## config.mk

```make
export PLATFORM = sky130hd
export DESIGN_NAME = egress_port
export DESIGN_NICKNAME = d
export VERILOG_FILES = /design/src/rtl/egress_port.sv
export SDC_FILE = /design/constraint.sdc
export NUM_CORES = 1
export LEC_CHECK = 0
export ABC_AREA = 1
export CAP_MARGIN = 20
export CORE_MARGIN = 4
export CORE_UTILIZATION = 35
export DETAILED_ROUTE_END_ITERATION = 16
export GPL_TIMING_DRIVEN = 0
export HOLD_SLACK_MARGIN = 0.15
export SYNTH_ARGS = -nofsm -noshare
export SYNTH_HDL_FRONTEND = slang
export SYNTH_SLANG_ARGS = --single-unit
```

## constraint.sdc

```tcl
create_clock -name clk -period 5.55 [get_ports clk]
set_input_delay 1.665 -clock clk [delete_from_list [all_inputs] [get_ports clk]]
set_output_delay 1.665 -clock clk [all_outputs]
set_load 0.05 [all_outputs]
```

## src/rtl/egress_port.sv

```systemverilog
// egress_port: output-port stage of a small crossbar switch.
//
// A scheduler grant (en/sel) is registered into a capture stage whose timing
// lines up with the one-cycle read latency of the input FIFOs. The captured
// word is pushed into a local DEPTH-word FIFO, or dropped when the grant
// selects no input or the FIFO is full with no pop this cycle. The head word is
// presented on dout and leaves on dout_valid & out_ready.
//
// Ports
//   clk         sole clock, rising edge
//   rst_n       asynchronous active-low reset
//   en          one-cycle grant pulse from the scheduler
//   sel         granted input: 01=din1, 10=din2, 11=din3, 00=none
//   din1..din3  input-FIFO read data, valid the cycle after the grant
//   out_ready   downstream accepts dout this cycle
//   dout        head-of-FIFO word (zero when empty)
//   dout_valid  FIFO not empty
//   busy        occupancy >= AFULL; scheduler must withhold grants
//   level       current occupancy (0..DEPTH)
//   word_cnt    words accepted, saturating
//   drop_cnt    words dropped, saturating
//
// DEPTH must be a power of two (4..64) so the pointers wrap naturally.

module egress_port #(
    parameter int DEPTH = 8,
    parameter int AFULL = DEPTH - 2
) (
    input  logic                     clk,
    input  logic                     rst_n,
    input  logic                     en,
    input  logic [1:0]               sel,
    input  logic [31:0]              din1,
    input  logic [31:0]              din2,
    input  logic [31:0]              din3,
    input  logic                     out_ready,
    output logic [31:0]              dout,
    output logic                     dout_valid,
    output logic                     busy,
    output logic [$clog2(DEPTH):0]   level,
    output logic [15:0]              word_cnt,
    output logic [7:0]               drop_cnt
);

    localparam int PW = $clog2(DEPTH);
    localparam int LW = PW + 1;
    localparam logic [LW-1:0] DEPTH_L = LW'(DEPTH);
    localparam logic [LW-1:0] AFULL_L = LW'(AFULL);

    logic          cap_v_q;
    logic [1:0]    cap_sel_q;
    logic [31:0]   mem_q [DEPTH];
    logic [PW-1:0] wr_ptr_q, wr_ptr_d;
    logic [PW-1:0] rd_ptr_q, rd_ptr_d;
    logic [LW-1:0] level_q, level_d;
    logic [15:0]   word_cnt_q, word_cnt_d;
    logic [7:0]    drop_cnt_q, drop_cnt_d;

    logic [31:0]   push_word;
    logic          pop;
    logic          full;
    logic          push;
    logic          drop;

    always_comb begin
        push_word = 32'h0;
        case (cap_sel_q)
            2'b01:   push_word = din1;
            2'b10:   push_word = din2;
            2'b11:   push_word = din3;
            default: push_word = 32'h0;
        endcase
    end

    assign dout_valid = (level_q != '0);
    assign pop        = dout_valid && out_ready;
    assign full       = (level_q == DEPTH_L);
    // A full FIFO still accepts when the head leaves on the same edge: the
    // write lands in the slot being vacated.
    assign push       = cap_v_q && (cap_sel_q != 2'b00) && (!full || pop);
    assign drop       = cap_v_q && !push;

    always_comb begin
        wr_ptr_d   = wr_ptr_q;
        rd_ptr_d   = rd_ptr_q;
        level_d    = level_q;
        word_cnt_d = word_cnt_q;
        drop_cnt_d = drop_cnt_q;

        if (push) begin
            wr_ptr_d = wr_ptr_q + PW'(1);
        end
        if (pop) begin
            rd_ptr_d = rd_ptr_q + PW'(1);
        end

        case ({push, pop})
            2'b10:   level_d = level_q + LW'(1);
            2'b01:   level_d = level_q - LW'(1);
            default: level_d = level_q;
        endcase

        if (push && (word_cnt_q != 16'hFFFF)) begin
            word_cnt_d = word_cnt_q + 16'd1;
        end
        if (drop && (drop_cnt_q != 8'hFF)) begin
            drop_cnt_d = drop_cnt_q + 8'd1;
        end
    end

    always_ff @(posedge clk or negedge rst_n) begin
        if (!rst_n) begin
            cap_v_q    <= 1'b0;
            cap_sel_q  <= 2'b00;
            wr_ptr_q   <= '0;
            rd_ptr_q   <= '0;
            level_q    <= '0;
            word_cnt_q <= 16'h0;
            drop_cnt_q <= 8'h0;
        end else begin
            cap_v_q    <= en;
            cap_sel_q  <= sel;
            wr_ptr_q   <= wr_ptr_d;
            rd_ptr_q   <= rd_ptr_d;
            level_q    <= level_d;
            word_cnt_q <= word_cnt_d;
            drop_cnt_q <= drop_cnt_d;
        end
    end

    // Storage needs no reset: occupancy alone decides what is visible.
    always_ff @(posedge clk) begin
        if (push) begin
            mem_q[wr_ptr_q] <= push_word;
        end
    end

    // Gate the head word so dout reads zero whenever the FIFO is empty.
    assign dout     = dout_valid ? mem_q[rd_ptr_q] : 32'h0;
    assign busy     = (level_q >= AFULL_L);
    assign level    = level_q;
    assign word_cnt = word_cnt_q;
    assign drop_cnt = drop_cnt_q;

endmodule

```

-- After elaboration in Yosys (flattened, before gate mapping)
Memories as Yosys holds them, arrays and structs flattened.
Index checks and enable logic that the tools add are counted.
- order comparisons: 1
- mux-type cells: 5
- $add $sub $neg: 6
- equal/unequal tests: 8
- reductions and logical operators: 12
- operators by type and width (cell ; count):
    $pmux W32 S3 ; 1
    $mux W32 ; 1
    $add A16 B1 Y16 const B ; 1
    $ne A16 B16 Y1 const B ; 1
    $add A8 B1 Y8 const B ; 1
    $ne A8 B8 Y1 const B ; 1
    $pmux W4 S2 ; 1
    $add A3 B1 Y3 const B ; 2
    $eq A2 B2 Y1 const B ; 3
    $logic_and A1 B1 Y1 ; 6
    $add A4 B1 Y4 const B ; 1
    $eq A2 B1 Y1 const B ; 2
    $eq A4 B4 Y1 const B ; 1
    $ge A4 B3 Y1 const B ; 1
    $reduce_bool A2 Y1 ; 2
    $reduce_bool A4 Y1 ; 1
    $sub A4 B1 Y4 const B ; 1
    $logic_not A1 Y1 ; 2
    $mux W1 ; 2
    $logic_or A1 B1 Y1 ; 1
- register bits: 37
- memory bits (writable): 256
- memories: 1
- word-level logic and storage cells: 40
- memories (name ; words ; bits a word ; read ports ; clocked after Yosys merged registers in ; wr ports ; line ; source):
    mem_q ; 8 ; 32 ; 1 ; 0 ; 1 ; 52 ; logic [31:0] mem_q [DEPTH];

-- Logic depth before layout (Yosys ltp)
Gate-level depths: netlist of run 1.
- depth after elaboration: 7
- gate-level depth with buffers: 13
- mapped depth without buffers: 13

-- Worst setup path after synthesis of run 1
No wires, ideal clock.
- path type: reg2out
- from: reg level_q[0] (netlist: level[0])
- to: out dout[22]
- setup slack: 1.502 ns
- required time: 3.885 ns
- stages on the path, launching flop included: 6
- arrival time: 2.383 ns
- path buffers: 1
- path through: dfrtp_1 > nor2_4 > nand2_2 > clkbuf_1 > o21ai_0 > nor2_1
- cells in the longest elaborated chain, start to end: 2
- ends and longest elaborated chain (item ; line ; source):
    start: declaration ; 55 ; logic [LW-1:0] level_q, level_d;
    start signal: assignment ; 125 ; level_q <= level_d;
    $reduce_bool A4 Y1 ; 75 ; assign dout_valid = (level_q != '0);
    via dout_valid ; 38 ; output logic dout_valid,
    $mux W32 ; 139 ; assign dout = dout_valid ? mem_q[rd_ptr_q] : 32'h0;
    end: declaration ; 37 ; output logic [31:0] dout,
The timed path passes the listed nets, and every way through them passes these cells.

-- Worst setup path after layout of run 1
- from: reg rd_ptr_q[1]
- to: out dout[14]
- cells in the longest elaborated chain, start to end: 2
- ends and longest elaborated chain (item ; line ; source):
    start: declaration ; 54 ; logic [PW-1:0] rd_ptr_q, rd_ptr_d;
    start signal: assignment ; 124 ; rd_ptr_q <= rd_ptr_d;
    $mem_v2 Z8 W32 ; n/a ;
    $mux W32 ; 139 ;
No other way between the ends.

==> results of run 1 <==
cells in the mapped netlist, types with 2 or more instances:
cell type	number
clkbuf_2	5
nand4_1	3
buf_4	7
o21ai_2	2
nand3_1	46
a21oi_1	2
ha_1	6
dfrtp_1	37
inv_1	28
nand2_2	6
edfxtp_1	256
nor2_2	4
xnor2_1	10
o21ai_0	185
xor2_1	11
nor2_4	2
nand3_2	3
clkbuf_1	22
buf_2	22
nand2_1	192
buf_6	5
o21ai_1	55
nor2_1	285
layout by cell type, fill, tap and decap left out, types with 3 or more instances in the layout:
cell type	netlist	routed
nand3_1	46	46
nor2_4	2	10
buf_6	5	5
clkinv_1	1	8
clkbuf_2	5	5
nor2_1	285	277
buf_4	7	7
buf_2	22	23
buf_16	0	3
clkdlybuf4s50_1	0	162
nand2_1	192	192
clkbuf_16	0	35
edfxtp_1	256	256
clkbuf_1	22	34
buf_12	1	6
dfrtp_1	37	37
nor2_2	4	4
ha_1	6	6
o21ai_0	185	185
nand3_2	3	3
inv_1	28	28
o21ai_1	55	55
xnor2_1	10	10
xor2_1	11	11
nand2_2	6	6
nand4_1	3	3
per-layer routing:
metal,GRT usage,part of all wire,vias up
li1,-,-,4550
met1,0.2349,0.42,4606
met2,0.2946,0.46,361
met3,0.05429,0.090,57
met4,0.06130,0.030,0
met5,0,0,-
stage by stage:
stage / std cells / util / hold WS (ps)
after floorplan: 1206 / - / 492.6
after global placement: 1830 / 0.4190 / 512.6
after detailed placement: 1838 / 0.4256 / 528.3
after CTS: 1897 / 0.4532 / 541.4
after global routing: 1897 / 0.4532 / 574.1
final: 1897 / 0.4532 / 528.6
report_power, final:
group / switching (W) / total (W) / internal, W
registers: 0.000150 / 0.00286 / 0.00271
clock network: 0.000845 / 0.00202 / 0.00117
logic: 0.00287 / 0.00415 / 0.00128
registers in the layout (all words and copies together), names as in the netlist:
name / flops
drop_cnt: 8
rd_ptr_q: 3
mem_q: 256
level: 4
wr_ptr_q: 3
cap_sel_q: 2
cap_v_q: 1
word_cnt: 16
worst paths after layout:
path	end	slack, ps	from	cells past startpoint
min in group asynchronous	word_cnt[10]	1290	rst_n	1
worst min register to register	wr_ptr_q[0]	530	wr_ptr_q[0]	2
worst max-delay path	dout[14]	760	rd_ptr_q[1]	7
worst max register to register	mem_q[6][22]	3200	cap_sel_q[0]	5
worst min-delay path	wr_ptr_q[0]	530	wr_ptr_q[0]	2
max in group asynchronous	wr_ptr_q[0]	3690	rst_n	1
cells by family after synthesis:
family,after synthesis
XOR/XNOR,21
AO/OA/AOI/OAI,246
flip-flops,293
AND/OR/NAND/NOR,543
buffers and inverters,96
adder cells (fa/ha/maj),7
worst max-delay path, cell delays in order (launching register included):
cell	delay, ps
dfrtp_1	380
buf_2	240
clkbuf_1	500
o21ai_0	180
o21ai_1	160
nor2_1	50
nor2_1	240
clkdlybuf4s50_1	870
cell type report:
type                       count  area (um2)
multi-input combinational    817        3756
buffer                        64       365.4
clock buffer                  48       934.6
tap                          461       576.8
fill                        3306       19590
inverter                      32       127.6
clock inverter                11       55.05
timing repair buffer         171        1809
sequential                   293        8613
==> results.py, run 1 <==
metrics = {
    "clock_tree": {
        "clkLatencyLatePin_ps": 500,
        "clockRootBuffer": "clkbuf_16",
        "post_cts_buffers": 0,
        "clk_pin_slew_ps": 60,
        "cts_buffer_depth": 3,
        "cts_tree": "yes",
        "cts.sinks": 293,
        "h-tree-depth": 2,
        "post_cts_resized": 0,
        "cts_buffers": 34,
        "ctsHoldBuffers": 0,
    },
    "floorplan": {
        "pin_count": 164,
        "coreArea_um2": 35830,
        "rows": 69,
        "die_w_um": 199.3,
        "die_y_um": 199.3,
        "design.die.area_um2": 39700,
        "initial_core_util": 0.3573,
    },
    "timing": {
        "hold_viol_final": 0,
        "rsz0062_at_grt": "false",
        "worst_pin_slew_ps": 1143,
        "finalSetupTns_ps": 0,
        "drv_slew": 0,
        "setup_viol": 0,
        "fmax_mhz": 208.9,
        "fin_crit_sh": 0.8625,
        "finalClockSkew_ps": 20.70,
        "setup_ws_ps": 762.9,
        "slew_headroom": 0.2381,
        "fin_crit_ps": 4787,
    },
    "drt": {
        "firstDrtPassIters": 5,
        "ant_nets": 0,
        "viasPerCell": 5.047,
        "drt-wirelength-per-cell_um": 19.51,
        "wirelength_um": 37010,
        "drc_errors": 0,
        "vias": 9574,
        "first_iter_violations": 692,
    },
    "run_status": {
        "status": "completed",
    },
    "synthesis": {
        "yosysTopAreaCell": "edfxtp_1",
        "synth_compound_area_frac": 0.09724,
        "synth_mux_area_frac": 0,
        "yosys_warnings": 0,
        "synth_edf_count": 256,
        "syn-instance-count": 1206,
        "synth.area.top_cells": "edfxtp_1 (60%), nor2_1 (8.4%), dfrtp_1 (7.2%)",
        "synth_area_per_cell_um2": 10.62,
        "async_reset_ff_frac": 0.1263,
        "synth-seq-cells": 293,
        "synthSimpleGateAreaFrac": 0.1697,
        "synth_top_area_share": 0.6005,
        "synth-xor-area-share": 0.01437,
        "synth_top_family_by_area": "simple AND/OR/NAND/NOR gates",
        "seq_area_frac_synth": 0.6728,
        "synth_nets": 1315,
        "synth_top_flop_cell": "edfxtp_1",
        "netlist_area_um2": 12800,
        "synth.distinct_cells": 35,
        "synthAdderAreaFrac": 0.007428,
    },
    "setup_path": {
        "required_ps": 3880,
        "crit_type": "flip-flop to output pin",
        "start_kind": "flip-flop",
        "crit_path_end_kind": "output pin",
        "arrival_ps": 3120,
        "path_max_fanout": 10,
    },
    "placement": {
        "gp_congestion": 0.8146,
        "port_buffers": 163,
        "dpl.hpwl_um": 24690,
        "dpl_worst_slack_ps": 1266,
        "placed_area_um2": 15250,
    },
    "finish": {
        "drive_gt1_frac": 0.08426,
        "fin_nets": 1522,
        "final_area_um2": 16240,
        "n_antenna_cell": 0,
        "syn_to_final_growth_pct": 26.84,
    },
    "global_route": {
        "grt_use_total": 0.1819,
        "grt_pass1_wl_um": 54850,
        "grt_max_degree": 38,
        "first_global_vias": 9483,
        "grt_antenna_before_repair": 0,
        "grt-ovfl-total": 0,
    },
    "pwr": {
        "total_power_w": 0.009031,
        "leakage_nw": 5.809,
        "power_density_nw_per_um2": 556.1,
        "vdd_drop_max_uv": 426.9,
    },
    "worst_hold_path": {
        "hp-class": "flip-flop to flip-flop",
    },
    "run": {
        "max-cap-violations": 0,
    },
}
(Power assumes the default switching activity.)
==> run 2, diff against run 1 <==
--- a/config.mk
+++ b/config.mk
@@ -8,10 +8,11 @@
 export ABC_AREA = 1
 export CAP_MARGIN = 20
 export CORE_MARGIN = 4
-export CORE_UTILIZATION = 35
+export CORE_UTILIZATION = 44
 export DETAILED_ROUTE_END_ITERATION = 16
 export GPL_TIMING_DRIVEN = 0
 export HOLD_SLACK_MARGIN = 0.15
+export PLACE_DENSITY = 0.66
 export SYNTH_ARGS = -nofsm -noshare
 export SYNTH_HDL_FRONTEND = slang
 export SYNTH_SLANG_ARGS = --single-unit
==> results.py, run 2 (synthesized netlist as in run 1, its figures left out) <==
metrics = {
    "setup_path": {
        "arrival_ps": 3200,
        "critPathMaxStageDelay_ps": 830,
        "critPathCapture": "dout[14]",
        "ff2ff_setup_slack_ps": 3210,
        "startpoint": "rd_ptr_q[1]",
        "crit_type": "flip-flop to output pin",
        "cp.depth": 7,
        "slowest_stage": "clkdlybuf4s50_1",
        "path_max_fanout": 10,
        "crit_top_cell": "nor2_1",
        "crit_chain": "buf_2 -> clkbuf_1 -> o21ai_0 -> o21ai_1 -> nor2_1 -> nor2_1 -> clkdlybuf4s50_1",
        "crit_buf_inv": 3,
        "required_ps": 3880,
        "reg2reg_depth": 5,
        "reg2reg_from": "cap_sel_q[0]",
        "worstReg2RegEnd": "mem_q[2][21]",
        "start_kind": "flip-flop",
        "critPathTopFamily": "buffers and inverters",
        "crit_path_end_kind": "output pin",
    },
    "timing": {
        "hold_ws_ps": 539.1,
        "drv_slew": 0,
        "setup_viol": 0,
        "worst_pin_slew_ps": 1069,
        "fin_crit_sh": 0.8774,
        "hold_viol_final": 0,
        "rsz0062_at_grt": "false",
        "fmax_mhz": 205.4,
        "finalClockSkew_ps": 13.14,
        "fin_crit_ps": 4870,
        "slew_headroom": 0.2876,
    },
    "global_route": {
        "grt.met2_usage": 0.3621,
        "grt_pass1_wl_um": 52180,
        "grt_use_total": 0.2154,
        "grt_antenna_before_repair": 0,
        "grt_use_met3": 0.03815,
        "first_global_vias": 9008,
        "busiest_layer": "met2",
        "grt_use_met1": 0.2904,
        "grt-ovfl-total": 0,
        "grt_max_degree": 38,
    },
    "run_status": {
        "status": "completed",
    },
    "floorplan": {
        "pin_count": 164,
        "die_w_um": 178.6,
        "rows": 62,
        "coreArea_um2": 28700,
        "design.die.area_um2": 31890,
        "die_y_um": 178.6,
        "initial_core_util": 0.4460,
    },
    "drt": {
        "ant_nets": 0,
        "drc_errors": 0,
        "vias": 9414,
        "viasPerCell": 5.178,
        "drt-wirelength-per-cell_um": 19.04,
        "wirelength_um": 34620,
        "first_iter_violations": 685,
        "firstDrtPassIters": 5,
    },
    "clock_tree": {
        "clockRootBuffer": "clkbuf_16",
        "cts_buffers": 31,
        "clkLatencyLatePin_ps": 550,
        "post_cts_buffers": 0,
        "cts.sinks": 293,
        "post_cts_resized": 0,
        "h-tree-depth": 1,
        "ctsHoldBuffers": 0,
        "clk_pin_slew_ps": 60,
        "cts_tree": "yes",
        "cts_buffer_depth": 3,
    },
    "pwr": {
        "power_density_nw_per_um2": 558.5,
        "vdd_drop_max_uv": 381.5,
        "leakage_nw": 5.820,
    },
    "finish": {
        "syn_to_final_growth_pct": 26.26,
        "fillers": 2391,
        "final_area_um2": 16160,
        "most-common-layout-cells": "nor2_1 (277), edfxtp_1 (256), nand2_1 (192)",
        "fin_nets": 1520,
        "n_antenna_cell": 0,
        "drive_gt1_frac": 0.08647,
        "layout_commonest_cell": "nor2_1",
        "top_register": "mem_q",
        "largest_register_ffs": 256,
    },
    "worst_hold_path": {
        "hp-class": "flip-flop to flip-flop",
    },
    "placement": {
        "placed_area_um2": 15160,
        "port_buffers": 163,
        "dpl.hpwl_um": 23040,
        "gp_congestion": 0.7927,
    },
    "run": {
        "max-cap-violations": 0,
    },
}
==> run 2: cell types whose count changed in the layout (fill, tap and decap cells not counted), sizes merged <==
cell and delta:
clkinv +1, buf +1, clkbuf -8, bufinv +4
==> run 2: area by class of cell <==
class                   instances  area (um2)  area share
plain buffers                  64       365.4     0.02260
clock buffers                  40       809.5     0.05008
clock inverters                16       190.2     0.01177
inverters                      32       127.6    0.007895
multi-input cells             817        3756      0.2324
flip-flops and latches        293        8613      0.5329
well taps                     384       480.5     0.02972
repair buffers                172        1822      0.1127
==> run 2: how the worst min path moves through the flow <==
| stage | from | endpoint | slack, ps | cells past startpoint |
|---|---|---|---|---|
| floorplan | wr_ptr_q[0] | wr_ptr_q[0] | 490 | 2 |
| global placement | word_cnt[1] | word_cnt[1] | 520 | 2 |
| detailed placement | word_cnt[1] | word_cnt[1] | 520 | 2 |
| CTS | word_cnt[1] | word_cnt[1] | 540 | 2 |
| global route | wr_ptr_q[0] | wr_ptr_q[0] | 570 | 2 |
| finish | wr_ptr_q[0] | wr_ptr_q[0] | 540 | 2 |
==> run 2: per-stage QoR <==
step	setup TNS (ps)	worst slack, ps	std cells	util	power, W
2_1_floorplan	0	1502	1206	-	0.005550
3_3_place_gp	-30610	-286.6	1753	0.5196	0.006931
3_5_place_dp	0	1296	1762	0.5283	0.007037
4_1_cts	0	660.4	1818	0.5632	0.009070
5_1_grt	0	538.9	1818	0.5632	0.009501
6_report	0	680.3	1818	0.5632	0.009028
==> run 2: power breakdown <==
part	total, W	leakage (nW)	internal (W)	switching, W
Clock	0.00204	0.478	0.00121	0.000825
Combinational	0.00413	2.53	0.00128	0.00285
Sequential	0.00286	2.82	0.00271	0.000146
==> run 2: worst reg2reg max path, stage by stage (launching register included) <==
cell      delay, ps
dfrtp_1         380
inv_1            80
nor2_1          420
clkbuf_1        820
nand2_1         120
nand3_1         310
==> run 2: per-layer routing <==
| layer | part of all wire | routed length (um) | vias up |
|---|---|---|---|
| met5 | 0 | 0 | - |
| met1 | 0.42 | 14660 | 4480 |
| met2 | 0.47 | 16440 | 333 |
| li1 | - | - | 4550 |
| met3 | 0.074 | 2577 | 51 |
| met4 | 0.027 | 942 | 0 |
==> run 3, diff against run 2 <==
--- a/config.mk
+++ b/config.mk
@@ -10,9 +10,9 @@
 export CORE_MARGIN = 4
 export CORE_UTILIZATION = 44
 export DETAILED_ROUTE_END_ITERATION = 16
-export GPL_TIMING_DRIVEN = 0
 export HOLD_SLACK_MARGIN = 0.15
 export PLACE_DENSITY = 0.66
+export SLEW_MARGIN = 0
 export SYNTH_ARGS = -nofsm -noshare
 export SYNTH_HDL_FRONTEND = slang
 export SYNTH_SLANG_ARGS = --single-unit
==> results.py, run 3 (synthesized netlist as in run 1, its figures left out) <==
metrics = {
    "timing": {
        "setup_viol": 0,
        "drv_slew": 0,
        "fin_crit_ps": 5035,
        "hold_ws_ps": 545.8,
        "fmax_mhz": 198.6,
        "fin_crit_sh": 0.9073,
        "hold_viol_final": 0,
        "finalClockSkew_ps": 14.43,
        "rsz0062_at_grt": "false",
        "finalSetupTns_ps": 0,
        "worst_pin_slew_ps": 1033,
        "slew_headroom": 0.3096,
    },
    "finish": {
        "fin_nets": 1471,
        "layout_commonest_cell": "nor2_1",
        "most-common-layout-cells": "nor2_1 (275), edfxtp_1 (256), nand2_1 (192)",
        "n_antenna_cell": 0,
        "top_register": "mem_q",
        "syn_to_final_growth_pct": 23.50,
        "largest_register_ffs": 256,
        "utilization": 0.5509,
        "drive_gt1_frac": 0.07870,
    },
    "pwr": {
        "vdd_drop_max_uv": 497.5,
        "leakage_nw": 5.657,
        "power_density_nw_per_um2": 546.4,
    },
    "clock_tree": {
        "h-tree-depth": 1,
        "clkLatencyLatePin_ps": 560,
        "cts_buffers": 29,
        "cts_buffer_depth": 3,
        "post_cts_buffers": 0,
        "cts_tree": "yes",
        "ctsHoldBuffers": 0,
        "clockRootBuffer": "clkbuf_16",
        "post_cts_resized": 0,
        "clk_pin_slew_ps": 60,
        "cts.sinks": 293,
    },
    "setup_path": {
        "required_ps": 3880,
        "path_max_fanout": 51,
        "reg2reg_from": "level[0]",
        "crit_type": "flip-flop to output pin",
        "reg2reg_depth": 12,
        "ff2ff_setup_slack_ps": 2880,
        "start_kind": "flip-flop",
        "arrival_ps": 3370,
        "crit_path_end_kind": "output pin",
        "worstReg2RegEnd": "level[3]",
    },
    "floorplan": {
        "initial_core_util": 0.4460,
        "die_y_um": 178.6,
        "coreArea_um2": 28700,
        "rows": 62,
        "die_w_um": 178.6,
        "pin_count": 164,
        "design.die.area_um2": 31890,
    },
    "drt": {
        "drc_errors": 0,
        "ant_nets": 0,
        "drt-wirelength-per-cell_um": 17.01,
        "wirelength_um": 30100,
        "viasPerCell": 5.119,
        "first_iter_violations": 589,
        "firstDrtPassIters": 4,
        "vias": 9056,
    },
    "placement": {
        "gp_congestion": 0.7981,
        "port_buffers": 163,
        "dpl.hpwl_um": 18050,
    },
    "global_route": {
        "grt_pass1_wl_um": 46700,
        "grt_use_total": 0.1871,
        "grt_antenna_before_repair": 0,
        "grt_max_degree": 81,
        "grt-ovfl-total": 0,
        "first_global_vias": 8801,
    },
    "worst_hold_path": {
        "hold_start": "wr_ptr_q[0]",
        "hold-path-endpoint": "wr_ptr_q[0]",
        "hold_depth": 2,
        "hp-class": "flip-flop to flip-flop",
    },
    "run": {
        "max-cap-violations": 0,
    },
    "run_status": {
        "status": "completed",
    },
}
run 3: changes by cell type in the layout (fill, tap and decap cells not counted), moves of 3 or more:
cell      before  now
clkbuf_8       0    4
buf_2         23    0
buf_6          5    0
buf_12         8    1
clkinv_2       2    5
clkbuf_2       5    0
clkbuf_1      31    4
buf_4          7   28
run 3: worst max path at each step:
stage,startpoint,end,slack (ps),depth (start not counted)
3_3_place_gp,rd_ptr_q[0],dout[21],1140,8
5_1_grt,rd_ptr_q[0],dout[22],320,8
6_report,rd_ptr_q[0],dout[22],510,8
2_1_floorplan,level[0],dout[22],1500,5
3_5_place_dp,rd_ptr_q[0],dout[21],1120,8
4_1_cts,rd_ptr_q[0],dout[22],520,8
run 3: cell type report:
type	count	area, um2
fillers	2438	12890
flip-flops and latches	293	8621
multi-input cells	817	3771
repair buffers	189	1832
clock buffers	37	795.8
well taps	384	480.5
clock inverters	17	182.7
inverters	32	128.9
run 3: through the flow:
step | cells | worst slack [ps] | cell area (um2) | power (W)
after floorplan | 1206 | 1502 | 12800 | 0.005550
after global placement | 1715 | 1137 | 14830 | 0.006688
after detailed placement | 1715 | 1118 | 14830 | 0.006734
after CTS | 1769 | 523.0 | 15810 | 0.008721
after global routing | 1769 | 322.9 | 15810 | 0.009146
final | 1769 | 514.8 | 15810 | 0.008639
run 3: critical path: stages, from the launching register on:
cell and delay (ps):
dfrtp_4 710, buf_4 520, nor2_1 110, nor2_1 120
o21ai_0 100, o21ai_0 70, o21ai_0 90, nor2_1 190
clkdlybuf4s50_1 860
run 3: metal layers:
layer,GRT usage,wire [um],part of all wire,vias to the layer above
li1,-,-,-,4449
met1,0.2511,12980,0.43,4286
met2,0.3190,14570,0.48,279
met3,0.03434,2055,0.068,42
met4,0.04253,490,0.016,0
met5,0,0,0,-
run 3: power by group:
group,internal [W],total [W],switching [W]
Combinational,0.00116,0.00370,0.00254
Sequential,0.00272,0.00297,0.000250
Clock,0.00116,0.00197,0.000810
Total,0.00504,0.00864,0.00360
